**src/rtl/ex_pkg.sv**
```systemverilog
`default_nettype none
// ============================================================================
// Module      : ex_pkg
// Description : Shared definitions for the execute-stage controller.
//               Provides ALU op encodings, control-word bit indices and the
//               controller state encoding.
// Revision    : 1.0 - initial release
// ============================================================================
package ex_pkg;

    // ALU operation field, control word bits [3:2]
    localparam logic [1:0] ALU_ADD = 2'b01;
    localparam logic [1:0] ALU_SUB = 2'b10;

    // Control word single-bit fields
    localparam int EX_JSEL = 1;  // 0: imm-relative jump, 1: register jump
    localparam int EX_BIMM = 0;  // 0: B operand from R2, 1: from immediate

    // Controller states
    typedef enum logic [1:0] {
        RUN    = 2'd0,
        BUBBLE = 2'd1,
        HOLD   = 2'd2
    } ex_state_t;

endpackage : ex_pkg
`default_nettype wire

```
**src/rtl/ex_fwd_unit.sv**
```systemverilog
`default_nettype none
// ============================================================================
// Module      : ex_fwd_unit
// Description : Combinational operand forwarding for one EX source operand.
//               Selects the MEM result, else the WB data, else the value held
//               in the ID/EX register. Register 0 is never forwarded.
// Ports       : i_rs            - source register address of the EX operand
//               i_reg_val       - operand value held in ID/EX
//               i_mem_*         - MEM stage write enable / rd / result
//               i_wb_*          - WB stage write enable / rd / data
//               o_fwd_val       - forwarded operand
// Revision    : 1.0 - initial release
// ============================================================================
module ex_fwd_unit #(
    parameter int REG_W = 32,
    parameter int RA_W  = 5
) (
    input  logic [RA_W-1:0]  i_rs,
    input  logic [REG_W-1:0] i_reg_val,
    input  logic             i_mem_wen,
    input  logic [RA_W-1:0]  i_mem_rd,
    input  logic [REG_W-1:0] i_mem_result,
    input  logic             i_wb_wen,
    input  logic [RA_W-1:0]  i_wb_rd,
    input  logic [REG_W-1:0] i_wb_data,
    output logic [REG_W-1:0] o_fwd_val
);

    logic w_mem_hit;
    logic w_wb_hit;

    assign w_mem_hit = i_mem_wen && (i_mem_rd != '0) && (i_mem_rd == i_rs);
    assign w_wb_hit  = i_wb_wen  && (i_wb_rd  != '0) && (i_wb_rd  == i_rs);

    // MEM holds the younger result, so it wins over WB
    always_comb begin
        o_fwd_val = i_reg_val;
        if (w_mem_hit) begin
            o_fwd_val = i_mem_result;
        end else if (w_wb_hit) begin
            o_fwd_val = i_wb_data;
        end
    end

endmodule : ex_fwd_unit
`default_nettype wire

```
**src/rtl/ex_ctrl.sv**
```systemverilog
`default_nettype none
// ============================================================================
// Module      : ex_ctrl
// Description : Execute-stage controller. Owns the ID/EX pipeline register,
//               forwards MEM/WB results into the exec operands, inserts
//               load-use bubbles, redirects fetch on jumps, holds on
//               downstream back-pressure and counts stall/flush events.
// Ports       : clk, rst                 - clock, synchronous active-high reset
//               id_*                     - decode-side instruction fields
//               mem_*, wb_*              - MEM/WB write-back info for forwarding
//               mem_stall                - downstream back-pressure
//               ex_pc_jmp                - jump target computed by exec
//               ex_*                     - EX-stage control and operands
//               id_stall, flush          - IF/ID hold / kill
//               redirect, redirect_pc    - fetch redirect request and target
//               stall_cnt, flush_cnt     - saturating event counters
// Revision    : 1.0 - initial release
// ============================================================================
module ex_ctrl
    import ex_pkg::*;
#(
    parameter int REG_W = 32,
    parameter int RA_W  = 5,
    parameter int CNT_W = 16
) (
    input  logic             clk,
    input  logic             rst,
    input  logic             id_valid,
    input  logic             id_wen,
    input  logic             id_load,
    input  logic             id_jmp,
    input  logic [3:0]       id_ex,
    input  logic [RA_W-1:0]  id_rs1,
    input  logic [RA_W-1:0]  id_rs2,
    input  logic [RA_W-1:0]  id_rd,
    input  logic [REG_W-1:0] id_r1,
    input  logic [REG_W-1:0] id_r2,
    input  logic [REG_W-1:0] id_imm,
    input  logic [REG_W-1:0] id_pc_n,
    input  logic             mem_wen,
    input  logic             wb_wen,
    input  logic [RA_W-1:0]  mem_rd,
    input  logic [RA_W-1:0]  wb_rd,
    input  logic [REG_W-1:0] mem_result,
    input  logic [REG_W-1:0] wb_data,
    input  logic             mem_stall,
    input  logic [REG_W-1:0] ex_pc_jmp,
    output logic             ex_valid,
    output logic             ex_wen,
    output logic             ex_load,
    output logic [3:0]       ex_op,
    output logic [RA_W-1:0]  ex_rd,
    output logic [REG_W-1:0] ex_r1,
    output logic [REG_W-1:0] ex_r2,
    output logic [REG_W-1:0] ex_imm,
    output logic [REG_W-1:0] ex_pc_n,
    output logic             id_stall,
    output logic             flush,
    output logic             redirect,
    output logic [REG_W-1:0] redirect_pc,
    output logic [CNT_W-1:0] stall_cnt,
    output logic [CNT_W-1:0] flush_cnt
);

    localparam logic [CNT_W-1:0] c_cnt_one = {{(CNT_W-1){1'b0}}, 1'b1};

    ex_state_t        r_state;
    ex_state_t        w_state_nxt;

    // ID/EX pipeline register
    logic             r_ex_valid;
    logic             r_ex_wen;
    logic             r_ex_load;
    logic             r_ex_jmp;
    logic [3:0]       r_ex_op;
    logic [RA_W-1:0]  r_ex_rd;
    logic [RA_W-1:0]  r_ex_rs1;
    logic [RA_W-1:0]  r_ex_rs2;
    logic [REG_W-1:0] r_ex_r1;
    logic [REG_W-1:0] r_ex_r2;
    logic [REG_W-1:0] r_ex_imm;
    logic [REG_W-1:0] r_ex_pc_n;

    logic [CNT_W-1:0] r_stall_cnt;
    logic [CNT_W-1:0] r_flush_cnt;

    logic             w_jump;
    logic             w_load_use;
    logic             w_luse_take;
    logic             w_bubble;
    logic             w_id_stall;
    logic             w_flush;
    logic [REG_W-1:0] w_cap_r1;
    logic [REG_W-1:0] w_cap_r2;

    // A held jump must not redirect until back-pressure releases
    assign w_jump = r_ex_valid && r_ex_jmp && !mem_stall;

    // rs2 only matters when the B operand really comes from the register file
    assign w_load_use = r_ex_valid && r_ex_load && (r_ex_rd != '0) && id_valid &&
                        ((r_ex_rd == id_rs1) ||
                         ((r_ex_rd == id_rs2) && !id_ex[EX_BIMM]));

    // WB is writing the register file this cycle; bypass it into the capture
    assign w_cap_r1 = (wb_wen && (wb_rd != '0) && (wb_rd == id_rs1)) ? wb_data : id_r1;
    assign w_cap_r2 = (wb_wen && (wb_rd != '0) && (wb_rd == id_rs2)) ? wb_data : id_r2;

    // ------------------------------------------------------------------
    // State register
    // ------------------------------------------------------------------
    always_ff @(posedge clk) begin
        if (rst) begin
            r_state <= RUN;
        end else begin
            r_state <= w_state_nxt;
        end
    end

    // ------------------------------------------------------------------
    // Next-state logic. The release cycle out of HOLD re-checks load-use,
    // since the dependent instruction may still be waiting in ID.
    // ------------------------------------------------------------------
    always_comb begin
        w_state_nxt = r_state;
        case (r_state)
            RUN: begin
                if (mem_stall) begin
                    w_state_nxt = HOLD;
                end else if (w_luse_take) begin
                    w_state_nxt = BUBBLE;
                end
            end
            BUBBLE: begin
                w_state_nxt = RUN;
            end
            HOLD: begin
                if (mem_stall) begin
                    w_state_nxt = HOLD;
                end else if (w_luse_take) begin
                    w_state_nxt = BUBBLE;
                end else begin
                    w_state_nxt = RUN;
                end
            end
            default: begin
                w_state_nxt = RUN;
            end
        endcase
    end

    // ------------------------------------------------------------------
    // Control outputs: jump outranks load-use, back-pressure outranks both
    // ------------------------------------------------------------------
    always_comb begin
        w_flush     = w_jump;
        w_luse_take = w_load_use && !w_jump && !mem_stall;
        w_id_stall  = mem_stall || w_luse_take;
        w_bubble    = w_jump || w_luse_take;
    end

    // ------------------------------------------------------------------
    // ID/EX register: hold, bubble, or capture
    // ------------------------------------------------------------------
    always_ff @(posedge clk) begin
        if (rst || (!mem_stall && w_bubble)) begin
            r_ex_valid <= 1'b0;
            r_ex_wen   <= 1'b0;
            r_ex_load  <= 1'b0;
            r_ex_jmp   <= 1'b0;
            r_ex_op    <= '0;
            r_ex_rd    <= '0;
            r_ex_rs1   <= '0;
            r_ex_rs2   <= '0;
            r_ex_r1    <= '0;
            r_ex_r2    <= '0;
            r_ex_imm   <= '0;
            r_ex_pc_n  <= '0;
        end else if (!mem_stall) begin
            r_ex_valid <= id_valid;
            r_ex_wen   <= id_wen;
            r_ex_load  <= id_load;
            r_ex_jmp   <= id_jmp;
            r_ex_op    <= id_ex;
            r_ex_rd    <= id_rd;
            r_ex_rs1   <= id_rs1;
            r_ex_rs2   <= id_rs2;
            r_ex_r1    <= w_cap_r1;
            r_ex_r2    <= w_cap_r2;
            r_ex_imm   <= id_imm;
            r_ex_pc_n  <= id_pc_n;
        end
    end

    // ------------------------------------------------------------------
    // Saturating event counters
    // ------------------------------------------------------------------
    always_ff @(posedge clk) begin
        if (rst) begin
            r_stall_cnt <= '0;
            r_flush_cnt <= '0;
        end else begin
            if (w_id_stall && (r_stall_cnt != '1)) begin
                r_stall_cnt <= r_stall_cnt + c_cnt_one;
            end
            if (w_flush && (r_flush_cnt != '1)) begin
                r_flush_cnt <= r_flush_cnt + c_cnt_one;
            end
        end
    end

    // ------------------------------------------------------------------
    // EX operand forwarding
    // ------------------------------------------------------------------
    ex_fwd_unit #(
        .REG_W (REG_W),
        .RA_W  (RA_W)
    ) u_fwd_rs1 (
        .i_rs         (r_ex_rs1),
        .i_reg_val    (r_ex_r1),
        .i_mem_wen    (mem_wen),
        .i_mem_rd     (mem_rd),
        .i_mem_result (mem_result),
        .i_wb_wen     (wb_wen),
        .i_wb_rd      (wb_rd),
        .i_wb_data    (wb_data),
        .o_fwd_val    (ex_r1)
    );

    ex_fwd_unit #(
        .REG_W (REG_W),
        .RA_W  (RA_W)
    ) u_fwd_rs2 (
        .i_rs         (r_ex_rs2),
        .i_reg_val    (r_ex_r2),
        .i_mem_wen    (mem_wen),
        .i_mem_rd     (mem_rd),
        .i_mem_result (mem_result),
        .i_wb_wen     (wb_wen),
        .i_wb_rd      (wb_rd),
        .i_wb_data    (wb_data),
        .o_fwd_val    (ex_r2)
    );

    assign ex_valid    = r_ex_valid;
    assign ex_wen      = r_ex_wen;
    assign ex_load     = r_ex_load;
    assign ex_op       = r_ex_op;
    assign ex_rd       = r_ex_rd;
    assign ex_imm      = r_ex_imm;
    assign ex_pc_n     = r_ex_pc_n;
    assign id_stall    = w_id_stall;
    assign flush       = w_flush;
    assign redirect    = w_flush;
    assign redirect_pc = ex_pc_jmp;
    assign stall_cnt   = r_stall_cnt;
    assign flush_cnt   = r_flush_cnt;

endmodule : ex_ctrl
`default_nettype wire

```
**config.mk**
```make
export PLATFORM = sky130hd
export DESIGN_NAME = ex_ctrl
export DESIGN_NICKNAME = d
export VERILOG_FILES = /design/src/rtl/ex_pkg.sv /design/src/rtl/ex_fwd_unit.sv /design/src/rtl/ex_ctrl.sv
export SDC_FILE = /design/constraint.sdc
export NUM_CORES = 1
export LEC_CHECK = 0
export CAP_MARGIN = 30
export CORE_AREA = 2 2 181 183
export CTS_BUF_LIST = sky130_fd_sc_hd__clkbuf_8
export DETAILED_ROUTE_END_ITERATION = 10
export DIE_AREA = 0 0 183 185
export SYNTH_ARGS = -nofsm -noshare
export SYNTH_HDL_FRONTEND = slang
export SYNTH_SLANG_ARGS = --single-unit
```
**constraint.sdc**
```tcl
create_clock -name clk -period 5.94 [get_ports clk]
set_input_delay 0.891 -clock clk [delete_from_list [all_inputs] [get_ports clk]]
set_output_delay 0.891 -clock clk [all_outputs]
set_load 0.05 [all_outputs]
```
==> results of run 1 <==
## critical path: cells and delay by family
kind	cells	cell delay, ns
and+or+nand+nor	2	0.68
muxes	1	0.19
AOI/OAI and AO/OA	2	0.51
buffers and inverters	3	1.68
## power groups by stage
stage	Sequential (mW)	Clock [mW]	Combinational (mW)
after floorplan	1.46	0	0.446
after global placement	1.36	0	0.854
after CTS	1.33	0.965	0.863
after detailed placement	1.36	0	0.860
after global routing	1.34	1.01	0.908
final	1.33	0.931	0.857
## layer usage
layer,vias to the layer above,GRT usage,routed length (um)
met3,59,0.0623,2620
li1,4277,-,-
met4,0,0.0755,956
met5,-,0,0
met2,305,0.329,15900
met1,4088,0.225,13900
## synth_stat cells (6+ instances only)
| library cell | count | area [um^2] |
|---|---|---|
| buf_4 | 39 | 293 |
| mux2i_1 | 216 | 2160 |
| nand3_1 | 21 | 105 |
| and3_1 | 7 | 43.8 |
| a21oi_1 | 17 | 85.1 |
| xnor2_1 | 36 | 315 |
| clkbuf_1 | 42 | 158 |
| buf_2 | 13 | 65.1 |
| dfxtp_1 | 183 | 3660 |
| or4_1 | 11 | 82.6 |
| nand4_1 | 8 | 50.1 |
| nand2_1 | 71 | 267 |
| mux2_2 | 6 | 67.6 |
| nor2_1 | 171 | 642 |
| mux2_4 | 60 | 901 |
| o21ai_1 | 10 | 50.1 |
| o31ai_1 | 10 | 75.1 |
| buf_6 | 7 | 78.8 |
| o21ai_0 | 57 | 285 |
| xor2_1 | 18 | 158 |
## through the flow
| step | hold WS [ns] | power, mW | util | setup slack [ns] |
|---|---|---|---|---|
| after floorplan | 0.463 | 1.91 | - | 1.70 |
| after global placement | 0.471 | 2.22 | 0.439 | 1.10 |
| after detailed placement | 0.482 | 2.22 | 0.440 | 1.03 |
| after CTS | 0.505 | 3.16 | 0.453 | 1.03 |
| after global routing | 0.524 | 3.26 | 0.454 | 0.873 |
| final | 0.502 | 3.12 | 0.454 | 1.03 |
## state kept, by name, summed over array words and instances (netlist names)
name and flops:
ex_rd 5, ex_wen 1, stall_cnt 16, ex_op 4
r_ex_r2 32, flush_cnt 16, r_ex_rs1 5, ex_pc_n 32
ex_load 1, ex_valid 1, ex_imm 32, r_ex_jmp 1
r_ex_r1 32, r_ex_rs2 5
## layout make-up
class                           count  area [um^2]  area share
Clock buffer                       21          289      0.0199
Antenna cell                        2         5.00    0.000344
Inverter                            5         18.8     0.00129
Tap cell                          408          510      0.0351
Multi-Input combinational cell    760         5710       0.392
Sequential cell                   183         3660       0.252
Clock inverter                     11          139     0.00955
Timing Repair Buffer              419         4220       0.290
## cells by family after synthesis
| group | count (synthesis) | share of synthesized area |
|---|---|---|
| buffers and inverters | 111 | 0.0634 |
| muxes | 282 | 0.314 |
| AOI/OAI and AO/OA | 103 | 0.0575 |
| xor gates and xnor gates | 54 | 0.0475 |
| and+or+nand+nor | 319 | 0.147 |
| adders and majority gates | 2 | 0.00251 |
| DFF | 183 | 0.368 |
## worst paths after layout
| check | cells past startpoint | to | slack [ns] |
|---|---|---|---|
| worst min register to register | 2 | r_ex_r1[20] | 0.50 |
| worst max-delay path | 8 | ex_r2[27] | 1.03 |
| worst min-delay path | 2 | r_ex_r1[20] | 0.50 |
| worst max register to register | 7 | stall_cnt[10] | 3.33 |
==> flow_summary.json, run 1 <==
{
  "synthCells": 1054,
  "startpoint_type": "primary input",
  "setup_tns_ns": 0,
  "netlist_area_um2": 9970,
  "drive_gt1_frac": 0.0893,
  "core_um2": 32000,
  "share_seq_of_total_power": 0.427,
  "hold_viol": 0,
  "die-area_um2": 33900,
  "worstMarginPinSlew_ns": 0.811,
  "hold_path.startpoint": "r_ex_r1[20]",
  "outcome": "finished clean",
  "placed_cell_area_um2": 14100,
  "area_delta_synth_final_pct": 46.0,
  "async_flop_share": 0,
  "ctsResizeCount": 0,
  "clock-sinks": 183,
  "ctsHoldBuffers": 0,
  "grt.total_usage": 0.193,
  "avgRoutedWirePerCell_um": 18.4,
  "synth-seq-cells": 183,
  "final_common_cell": "clkdlybuf4s50_1",
  "numCtsBuffers": 17,
  "critPathRequiredTime_ns": 5.05,
  "die_h_um": 185,
  "path_clk_slew_ns": 0.10,
  "reg2reg_from": "ex_rd[2]",
  "ys_seq_area_frac": 0.368,
  "finalWirelength_um": 33400,
  "initial_core_util": 0.311,
  "cp_common_cell": "clkdlybuf4s50_1",
  "internal_power_mw": 2.11,
  "crit_fanout": 32,
  "cp_slowest_stage_delay_ns": 0.84,
  "synthFlopType": "dfxtp_1",
  "ioPinCount": 469,
  "post-route-cell-area_um2": 14500,
  "setup_violations": 0,
  "cp_slowest_cell": "clkdlybuf4s50_1",
  "ys_warn_count": 0,
  "crit_start": "wb_rd[0]",
  "cap_violations": 0,
  "hp-class": "register to register",
  "fin_crit_ns": 4.91,
  "slew_violations": 0,
  "p_clk_frac": 0.298,
  "crit_type": "primary input to output pin",
  "clock_path_buffers": 2,
  "fin_cells": 1809,
  "cts_root_buf": "clkbuf_8",
  "switchingPower_mw": 1.01,
  "cts_tree": "yes",
  "fin_nets": 1650,
  "die_w_um": 183,
  "power.density_nw_per_um2": 215,
  "post-cts-setup-buffers": 0,
  "grt_start_max_net_pins": 120,
  "overflow": 0,
  "p_comb_frac": 0.275,
  "rsz0062_at_grt": "no",
  "p_leak_nw": 5.54,
  "dpl.hpwl_um": 24500,
  "fin_skew_ns": 0.0221,
  "swShare": 0.325,
  "fin_crit_sh": 0.827,
  "post-route-drc-count": 0,
  "slew_headroom": 0.459,
  "final_antenna_net_count": 0,
  "drt_iter0_markers": 400,
  "crit_path_cell_trace": "clkdlybuf4s50_1 -> or4_4 -> o21ai_4 -> nor4_4 -> buf_4 -> mux2i_1 -> o21ai_0 -> clkdlybuf4s50_1",
  "synth_edf_count": 0,
  "syn-num-nets": 1318,
  "fmax_mhz": 204,
  "std_cell_rows": 66,
  "cp.arrival_ns": 4.02,
  "place_congestion": 0.851,
  "syn_avg_cell_area_um2": 9.46,
  "first_pass_iters": 4,
  "vias": 8729,
  "worstSetupEndpointType": "output pin",
  "grt_first_pass_wirelength_um": 50300,
  "antenna_found_initial": 2,
  "ir_drop_v": 0.000116,
  "synth_cell_types": 45,
  "layout_common_cells": "clkdlybuf4s50_1 (403), mux2i_1 (216), dfxtp_1 (183), nor2_1 (171), nand2_1 (71)",
  "portBuffers": 404,
  "routed_via_density": 4.83,
  "clock_latency_ns": 0.48,
  "dp.cells": 1774,
  "n_fill_cell": 3159,
  "first_global_vias": 8743,
  "htree_levels": 4
}
(Power assumes the default switching activity.)
==> run 2: changes to the inputs <==
Settings changed: CORE_AREA 2 2 181 183 to 2 2 183 185, DIE_AREA 0 0 183 185 to 0 0 185 187, PLACE_DENSITY from default to 0.65.
Clock period 5.94 ns to 4.1 ns, I/O delays scaled along.
==> flow_summary.json, run 2 (synthesis gave the netlist of run 1 again) <==
{
  "clock_latency_ns": 0.48,
  "p_leak_nw": 5.91,
  "power.density_nw_per_um2": 301,
  "crit_fanout": 27,
  "place_congestion": 0.787,
  "first_pass_iters": 4,
  "reg2regPathDepth": 7,
  "clock_path_buffers": 2,
  "fmax_mhz": 260,
  "hold_depth": 2,
  "dp.cells": 1825,
  "ctsResizeCount": 0,
  "utilization": 0.467,
  "cap_violations": 0,
  "placed_cell_area_um2": 14900,
  "drive_gt1_frac": 0.142,
  "portBuffers": 404,
  "post-cts-setup-buffers": 0,
  "post-route-drc-count": 0,
  "fin_crit_sh": 0.938,
  "antenna_found_initial": 5,
  "avgRoutedWirePerCell_um": 17.5,
  "use_met2": 0.321,
  "post-route-cell-area_um2": 15400,
  "hp-class": "register to register",
  "core_um2": 32900,
  "ir_drop_v": 0.000178,
  "met1_usage": 0.212,
  "first_global_vias": 8907,
  "startpoint_type": "primary input",
  "cts_root_buf": "clkbuf_8",
  "cts_tree": "yes",
  "vias": 8757,
  "hold_viol": 0,
  "reg2reg_from": "ex_rd[4]",
  "clock-sinks": 183,
  "htree_levels": 4,
  "crit_type": "primary input to output pin",
  "fin_cells": 1862,
  "min_to": "ex_pc_n[2]",
  "grt.total_usage": 0.188,
  "finalWirelength_um": 32500,
  "ioPinCount": 469,
  "r2r-end": "stall_cnt[5]",
  "hold_path.startpoint": "ex_pc_n[2]",
  "setup_ws_ns": 0.252,
  "setup_violations": 0,
  "die_w_um": 185,
  "met3_usage": 0.0551,
  "worstSetupEndpointType": "output pin",
  "path_clk_slew_ns": 0.10,
  "p_total_mw": 4.62,
  "std_cell_rows": 67,
  "dpl.hpwl_um": 24300,
  "fin_hold_ws_ns": 0.500,
  "numCtsBuffers": 17,
  "final_antenna_net_count": 0,
  "worstMarginPinSlew_ns": 0.925,
  "critPathRequiredTime_ns": 3.48,
  "rrSetupSlack_ns": 1.45,
  "grt_first_pass_wirelength_um": 50500,
  "cp.arrival_ns": 3.23,
  "ctsHoldBuffers": 0,
  "outcome": "finished clean",
  "layout_common_cells": "clkdlybuf4s50_1 (338), mux2i_1 (216), dfxtp_1 (183), nor2_1 (171), buf_12 (73)",
  "drt_iter0_markers": 382,
  "die-area_um2": 34600,
  "final_common_cell": "clkdlybuf4s50_1",
  "dp_slack_ns": 0.162,
  "setup_tns_ns": 0,
  "top_usage_layer": "met2",
  "fin_skew_ns": 0.0161,
  "fin_nets": 1660,
  "initial_core_util": 0.303,
  "fin_crit_ns": 3.85,
  "rsz0062_at_grt": "no",
  "routed_via_density": 4.70,
  "grt_start_max_net_pins": 77,
  "slew_violations": 0,
  "slew_headroom": 0.384,
  "die_h_um": 187,
  "overflow": 0,
  "area_delta_synth_final_pct": 54.1
}
## run 2: where the power goes
part / total [mW] / internal, mW / switching [mW]
Clock: 1.30 / 0.522 / 0.782
Combinational: 1.38 / 0.676 / 0.708
Sequential: 1.93 / 1.87 / 0.0599
Total: 4.62 / 3.07 / 1.55
## run 2: routing by layer
layer	wire [um]	up-vias
met1	13100	4083
met2	15700	298
li1	-	4302
met3	2450	74
met4	1330	0
met5	0	-
## run 2: area by class of cell
type,count,area [um^2]
diodes,5,12.5
clock buffers,17,234
clock inverters,15,178
fillers,3134,17500
inverters,5,18.8
multi-input cells,760,5710
flip-flops and latches,183,3660
well taps,448,561
repair buffers,429,4990
## run 2: worst max path at each step
stage	endpoint	cells after the start	slack, ns	start
after floorplan	ex_r1[10]	7	0.41	wb_rd[3]
after global placement	ex_r1[5]	8	0.24	wb_rd[1]
after detailed placement	ex_r1[25]	8	0.16	wb_rd[3]
after CTS	ex_r1[25]	8	0.15	wb_rd[3]
after global routing	ex_r1[22]	8	0.05	wb_rd[3]
final	ex_r1[25]	8	0.25	wb_rd[3]
## run 2: critical path, cell delays in order
cell and delay, ns:
clkdlybuf4s50_1 0.59, xnor2_1 0.15, nand3_1 0.14, nor4_4 0.75, buf_12 0.31, mux2i_1 0.11, o21ai_0 0.33, buf_12 0.19
